$ cat src/rtl/json_stream_arbiter_if.sv
// rtl/json_stream_arbiter_if.sv - source streams and parser-side pins of the json parser arbiter
interface json_stream_arbiter_if;
    logic [7:0] s0_char;
    logic       s0_valid;
    logic       s0_ready;
    logic [7:0] s1_char;
    logic       s1_valid;
    logic       s1_ready;
    logic [7:0] p_char;
    logic       p_reset;
    logic [1:0] owner;
    logic       obj_done;
    logic       obj_abort;
    logic       done_src;

    modport master (
        output s0_char, s0_valid, s1_char, s1_valid,
        input  s0_ready, s1_ready, p_char, p_reset, owner, obj_done, obj_abort, done_src
    );

    modport slave (
        input  s0_char, s0_valid, s1_char, s1_valid,
        output s0_ready, s1_ready, p_char, p_reset, owner, obj_done, obj_abort, done_src
    );
endinterface

$ cat src/rtl/json_stream_arbiter.sv
// rtl/json_stream_arbiter.sv - grants one json parser to two char sources, one whole object at a time
// Optional stall timeout/abort enabled by defining JSON_ARB_TIMEOUT_EN.
module json_stream_arbiter #(
    parameter int unsigned TIMEOUT   = 16,
    parameter logic [7:0]  IDLE_CHAR = 8'h00
) (
    input  logic                 clk,
    input  logic                 reset,
    json_stream_arbiter_if.slave bus
);
    typedef enum logic [1:0] {ST_IDLE, ST_SWITCH, ST_BUSY} state_t;

    localparam logic [7:0] CH_QUOTE = 8'h22;
    localparam logic [7:0] CH_CLOSE = 8'h7d;

    state_t     state_q, state_d;
    logic [1:0] owner_q, owner_d;
    logic [1:0] last_owner_q, last_owner_d;
    logic       rr_q, rr_d;
    logic       in_str_q, in_str_d;
    logic [7:0] p_char_q, p_char_d;
    logic       p_reset_q, p_reset_d;
    logic       obj_done_q, obj_done_d;
    logic       obj_abort_q, obj_abort_d;
    logic       done_src_q, done_src_d;
`ifdef JSON_ARB_TIMEOUT_EN
    localparam logic [7:0] STALL_LIMIT = 8'(TIMEOUT - 1);
    logic [7:0] stall_cnt_q, stall_cnt_d;
`endif

    logic       own_valid;
    logic [7:0] own_char;
    logic       accept;
    logic       pick_src;
    logic [1:0] pick_owner;

    always_comb begin
        own_valid  = owner_q[1] ? bus.s1_valid : bus.s0_valid;
        own_char   = owner_q[1] ? bus.s1_char  : bus.s0_char;
        accept     = (state_q == ST_BUSY) && own_valid;
        // Contention goes to rr; otherwise whichever source is asking.
        pick_src   = (bus.s0_valid && bus.s1_valid) ? rr_q : bus.s1_valid;
        pick_owner = pick_src ? 2'b10 : 2'b01;
    end

    always_comb begin
        state_d      = state_q;
        owner_d      = owner_q;
        last_owner_d = last_owner_q;
        rr_d         = rr_q;
        in_str_d     = in_str_q;
        p_char_d     = IDLE_CHAR;
        p_reset_d    = 1'b0;
        obj_done_d   = 1'b0;
        obj_abort_d  = 1'b0;
        done_src_d   = done_src_q;
`ifdef JSON_ARB_TIMEOUT_EN
        stall_cnt_d  = stall_cnt_q;
`endif
        case (state_q)
            ST_IDLE: begin
                if (bus.s0_valid || bus.s1_valid) begin
                    owner_d = pick_owner;
                    state_d = (pick_owner == last_owner_q) ? ST_BUSY : ST_SWITCH;
                end
            end
            ST_SWITCH: begin
                p_reset_d    = 1'b1;
                last_owner_d = owner_q;
                in_str_d     = 1'b0;
                state_d      = ST_BUSY;
            end
            ST_BUSY: begin
                if (accept) begin
                    p_char_d = own_char;
`ifdef JSON_ARB_TIMEOUT_EN
                    stall_cnt_d = 8'd0;
`endif
                    // A closing brace inside a quoted string is payload, not the end.
                    if (own_char == CH_QUOTE) begin
                        in_str_d = ~in_str_q;
                    end else if (own_char == CH_CLOSE && !in_str_q) begin
                        obj_done_d = 1'b1;
                        done_src_d = owner_q[1];
                        rr_d       = ~owner_q[1];
                        owner_d    = 2'b00;
                        state_d    = ST_IDLE;
                    end
                end
`ifdef JSON_ARB_TIMEOUT_EN
                else if (stall_cnt_q == STALL_LIMIT) begin
                    // Forget the owner so the next grant always re-resets the parser.
                    p_reset_d    = 1'b1;
                    obj_abort_d  = 1'b1;
                    done_src_d   = owner_q[1];
                    rr_d         = ~owner_q[1];
                    last_owner_d = 2'b00;
                    owner_d      = 2'b00;
                    stall_cnt_d  = 8'd0;
                    state_d      = ST_IDLE;
                end else begin
                    stall_cnt_d = stall_cnt_q + 8'd1;
                end
`endif
            end
            default: state_d = ST_IDLE;
        endcase
    end

    always_ff @(posedge clk) begin
        if (reset) begin
            state_q      <= ST_IDLE;
            owner_q      <= 2'b00;
            last_owner_q <= 2'b00;
            rr_q         <= 1'b0;
            in_str_q     <= 1'b0;
            p_char_q     <= IDLE_CHAR;
            p_reset_q    <= 1'b1;
            obj_done_q   <= 1'b0;
            obj_abort_q  <= 1'b0;
            done_src_q   <= 1'b0;
`ifdef JSON_ARB_TIMEOUT_EN
            stall_cnt_q  <= 8'd0;
`endif
        end else begin
            state_q      <= state_d;
            owner_q      <= owner_d;
            last_owner_q <= last_owner_d;
            rr_q         <= rr_d;
            in_str_q     <= in_str_d;
            p_char_q     <= p_char_d;
            p_reset_q    <= p_reset_d;
            obj_done_q   <= obj_done_d;
            obj_abort_q  <= obj_abort_d;
            done_src_q   <= done_src_d;
`ifdef JSON_ARB_TIMEOUT_EN
            stall_cnt_q  <= stall_cnt_d;
`endif
        end
    end

    assign bus.s0_ready  = (state_q == ST_BUSY) && (owner_q == 2'b01);
    assign bus.s1_ready  = (state_q == ST_BUSY) && (owner_q == 2'b10);
    assign bus.p_char    = p_char_q;
    assign bus.p_reset   = p_reset_q;
    assign bus.owner     = owner_q;
    assign bus.obj_done  = obj_done_q;
    assign bus.obj_abort = obj_abort_q;
    assign bus.done_src  = done_src_q;
endmodule

$ cat src/flat_wrapper.sv
// flat-port wrapper written by rule: the top's interface ports become plain ports
module json_stream_arbiter_flat 
#(
    parameter int unsigned TIMEOUT   = 16,
    parameter logic [7:0]  IDLE_CHAR = 8'h00
)
  (clk, reset, bus_s0_char, bus_s0_valid, bus_s1_char, bus_s1_valid, bus_s0_ready, bus_s1_ready, bus_p_char, bus_p_reset, bus_owner, bus_obj_done, bus_obj_abort, bus_done_src);
  json_stream_arbiter_if bus_i ();
  input  logic clk;
  input  logic reset;
  input wire logic [$bits(bus_i.s0_char)-1:0] bus_s0_char;
  input wire logic [$bits(bus_i.s0_valid)-1:0] bus_s0_valid;
  input wire logic [$bits(bus_i.s1_char)-1:0] bus_s1_char;
  input wire logic [$bits(bus_i.s1_valid)-1:0] bus_s1_valid;
  output wire logic [$bits(bus_i.s0_ready)-1:0] bus_s0_ready;
  output wire logic [$bits(bus_i.s1_ready)-1:0] bus_s1_ready;
  output wire logic [$bits(bus_i.p_char)-1:0] bus_p_char;
  output wire logic [$bits(bus_i.p_reset)-1:0] bus_p_reset;
  output wire logic [$bits(bus_i.owner)-1:0] bus_owner;
  output wire logic [$bits(bus_i.obj_done)-1:0] bus_obj_done;
  output wire logic [$bits(bus_i.obj_abort)-1:0] bus_obj_abort;
  output wire logic [$bits(bus_i.done_src)-1:0] bus_done_src;
  assign bus_i.s0_char = bus_s0_char;
  assign bus_i.s0_valid = bus_s0_valid;
  assign bus_i.s1_char = bus_s1_char;
  assign bus_i.s1_valid = bus_s1_valid;
  assign bus_s0_ready = bus_i.s0_ready;
  assign bus_s1_ready = bus_i.s1_ready;
  assign bus_p_char = bus_i.p_char;
  assign bus_p_reset = bus_i.p_reset;
  assign bus_owner = bus_i.owner;
  assign bus_obj_done = bus_i.obj_done;
  assign bus_obj_abort = bus_i.obj_abort;
  assign bus_done_src = bus_i.done_src;
  json_stream_arbiter #(.TIMEOUT(TIMEOUT), .IDLE_CHAR(IDLE_CHAR)) u_core (.clk(clk), .reset(reset), .bus(bus_i));
endmodule
$ cat config.mk
export PLATFORM = sky130hd
export DESIGN_NAME = json_stream_arbiter_flat
export DESIGN_NICKNAME = d
export VERILOG_FILES = /design/src/rtl/json_stream_arbiter_if.sv /design/src/rtl/json_stream_arbiter.sv /design/src/flat_wrapper.sv
export SDC_FILE = /design/constraint.sdc
export NUM_CORES = 1
export LEC_CHECK = 0
export CORE_MARGIN = 2
export CORE_UTILIZATION = 44
export CTS_CLUSTER_DIAMETER = 50
export DETAILED_ROUTE_END_ITERATION = 8
export PLACE_DENSITY = 0.86
export SYNTH_ARGS = -nofsm -noshare
export SYNTH_HDL_FRONTEND = slang
export SYNTH_SLANG_ARGS = --single-unit
$ cat constraint.sdc
create_clock -name clk -period 1.7 [get_ports clk]
set_input_delay 0.255 -clock clk [delete_from_list [all_inputs] [get_ports clk]]
set_output_delay 0.255 -clock clk [all_outputs]
set_load 0.02 [all_outputs]
==> results.json <==
{
  "status": "finished, final reports clean",
  "pwr-share-clk_pct": 14.4,
  "holdBufCountCts": 0,
  "ys_top_cells_by_count": "19 x dfxtp_1, 12 x mux2i_1, 12 x nor2_1, 8 x nand2_1",
  "dieHeight_um": 53.2,
  "combPwrFrac_pct": 51.3,
  "intPower_mw": 1.03,
  "fp-row-count": 17,
  "vias": 1051,
  "drt_iter0_markers": 17,
  "ys_warn_count": 0,
  "port_buffers": 34,
  "hold_depth": 2,
  "p_sw_mw": 0.617,
  "critPathRequiredTime_ns": 1.90,
  "r2r_end": "u_core.state_q[0]$_SDFFE_PP0P_",
  "synth.top_cell.area_share_pct": 35.7,
  "dpl_worst_slack_ns": -0.245,
  "synth_nets": 136,
  "ys_seq_elements": 19,
  "critPathMaxFanout": 3,
  "place_congestion": 0.913,
  "area_delta_synth_final_pct": 49.5,
  "setup_viol": 0,
  "critPathCaptureType": "flip-flop",
  "ff2ff_path_depth": 5,
  "maxCapViolCount": 0,
  "cts_buffer_depth": 2,
  "finalClockSkew_ns": 0.00231,
  "clk-insertion-delay-late_ns": 0.30,
  "routed_via_density": 5.39,
  "clk_transition_reported_paths_ns": 0.11,
  "drcViolationCount": 0,
  "ant_nets": 0,
  "grt_usage_pct": 22.4,
  "fp.coreArea_sq_mm": 0.00225,
  "yosysMostFrequentCell": "dfxtp_1",
  "dr.pass1.iters": 4,
  "drv_slew": 0,
  "yosysTopAreaCell": "dfxtp_1",
  "start_util_pct": 47.2,
  "drive_above_1_share_pct": 24.0,
  "cts_max_level": 1,
  "clock-root-buffer": "clkbuf_4",
  "diodes": 0,
  "synth_area_leaders": "dfxtp_1 36%, mux2i_1 11%, nor2_1 4.2%",
  "cellPowerDensity_mw_per_mm2": 1030,
  "max_freq_mhz": 612,
  "die_area_sq_mm": 0.00283,
  "grt-ovfl-total": 0,
  "worstPathArrival_ns": 1.83,
  "clkSinkCount": 19,
  "synth_cell_types": 41,
  "hold_viol_final": 0,
  "crit_path_start_kind": "input pin",
  "avgSynthCellArea_sq_um": 9.42,
  "wl_um": 2740,
  "power_frac_seq_pct": 34.4,
  "period_share_pct": 96.1,
  "multi_input_area_sq_um": 642,
  "synth_top_flop_cell": "dfxtp_1",
  "cts_tree": "yes",
  "routedWlPerCell_um": 14.1,
  "finalNetCount": 191,
  "synth_area_sq_mm": 0.00106,
  "final-seq-area_sq_um": 385,
  "die_x_um": 53.2,
  "num-fill-cells": 188,
  "ys_seq_area_share_pct": 35.7,
  "ios": 36,
  "r2r_slack_ns": 0.08,
  "async_reset_ff_share_pct": 0,
  "final_util_pct": 70.6,
  "synth_edf_count": 0,
  "min_from": "u_core.bus.done_src$_SDFFE_PP0P_",
  "numCtsBuffers": 3,
  "leakage_nw": 0.641,
  "grt_max_degree": 13,
  "synth_cells": 113,
  "place_hpwl_um": 2170,
  "rsz0062_at_grt": "no",
  "path_class": "input pin to flip-flop",
  "min_to": "u_core.bus.done_src$_SDFFE_PP0P_",
  "grt_pass1_vias": 1024,
  "r2r-start": "u_core.bus.owner[1]$_SDFFE_PP0P_",
  "antenna_found_initial": 0,
  "hold_path_class": "flip-flop to flip-flop",
  "peakVddDrop_mv": 0.709,
  "grt_pass1_wl_um": 4530,
  "finalWorstPathRequiredPeriod_ns": 1.63,
  "finalWorstSetupSlack_ns": 0.0660,
  "swShare_pct": 37.5
}
-- worst max-delay path: stages --
cell and delay [ns]:
clkdlybuf4s50_1 0.49, or3b_4 0.40, a22o_1 0.28, o21ai_2 0.19, a211o_1 0.16, o41ai_2 0.06
-- final cells by class --
type	instances	share of cell area (%)
well taps	28	2.20
inverters	4	0.943
clock inverters	1	0.314
repair buffers	55	30.6
flip-flops and latches	19	24.2
clock buffers	3	1.42
multi-input cells	85	40.3
-- routing by layer --
layer  GRT usage, %  vias up  share of wire, %
met2           40.8       43                51
met4           10.7        0               1.9
li1               -      514                 -
met1           24.8      487                41
met5              0        -                 0
met3           3.67        7               5.9
-- logic make-up after synthesis --
| group | Yosys count | synth area share, % |
|---|---|---|
| fa+ha+maj | 3 | 3.53 |
| buf+inv | 9 | 3.99 |
| compound gates | 23 | 18.0 |
| mux | 13 | 12.3 |
| other cells | 1 | 0.352 |
| flops | 19 | 35.7 |
| simple gates | 45 | 26.1 |
-- worst max path at each step --
stage                                     startpoint                              to  depth (start not counted)
floorplan           u_core.bus.owner[1]$_SDFFE_PP0P_    u_core.in_str_q$_SDFFE_PP0P_                          6
global placement                      bus_s0_char[5]  u_core.state_q[0]$_SDFFE_PP0P_                          6
detailed placement                    bus_s0_char[5]  u_core.state_q[1]$_SDFFE_PP0P_                          6
CTS                   u_core.state_q[0]$_SDFFE_PP0P_                    bus_s1_ready                          5
global route        u_core.bus.owner[1]$_SDFFE_PP0P_  u_core.state_q[0]$_SDFFE_PP0P_                          5
finish                                bus_s0_char[5]  u_core.state_q[0]$_SDFFE_PP0P_                          6
-- power by group through the flow --
stage	logic (mW)	registers [mW]	clock network, mW
2_1_floorplan	0.475	0.597	0
3_3_place_gp	0.824	0.569	0
3_5_place_dp	0.841	0.571	0
4_1_cts	0.846	0.564	0.247
5_1_grt	0.926	0.576	0.256
6_report	0.844	0.566	0.236
-- cells in the final DEF (no fill, tap or decap), drive strengths merged, types with 2 or more instances in the layout --
| master | synthesis | final |
|---|---|---|
| clkdlybuf4s50 | 0 | 31 |
| buf | 3 | 21 |
| dfxtp | 19 | 19 |
| nor2 | 12 | 12 |
| mux2i | 12 | 12 |
| nand2 | 8 | 8 |
| o21ai | 6 | 6 |
| nand3b | 5 | 5 |
| nand2b | 5 | 5 |
| a21oi | 5 | 5 |
| clkbuf | 2 | 5 |
| inv | 4 | 4 |
| ha | 3 | 3 |
| a211o | 2 | 2 |
| nor4bb | 2 | 2 |
| or2 | 2 | 2 |
| a22oi | 2 | 2 |
| nor3 | 2 | 2 |
-- through the flow --
step	total power, mW	hold slack, ns	area (sq um)	setup TNS (ns)	std cells
2_1_floorplan	1.07	0.399	1060	0	113
3_3_place_gp	1.39	0.476	1570	-1.15	191
3_5_place_dp	1.41	0.492	1570	-1.45	191
4_1_cts	1.66	0.521	1600	0	195
5_1_grt	1.76	0.554	1590	0	195
6_report	1.65	0.513	1590	0	195
-- what timing repair did --
item,4_1_cts,5_1_grt
gates resized for setup,7,5
buffers inserted,0,0
endpoints found under the setup margin,10,5
endpoints found under the hold margin,0,0
-- registers in the layout, indices dropped and copies added, names as in the netlist --
signal,flops
u_core.bus.obj_done,1
u_core.bus.p_reset,1
u_core.bus.done_src,1
u_core.bus.owner,2
u_core.state_q,2
u_core.bus.p_char,8
u_core.rr_q,1
u_core.last_owner_q,2
u_core.in_str_q,1
Note: power is estimated with default switching activity, not from simulation.
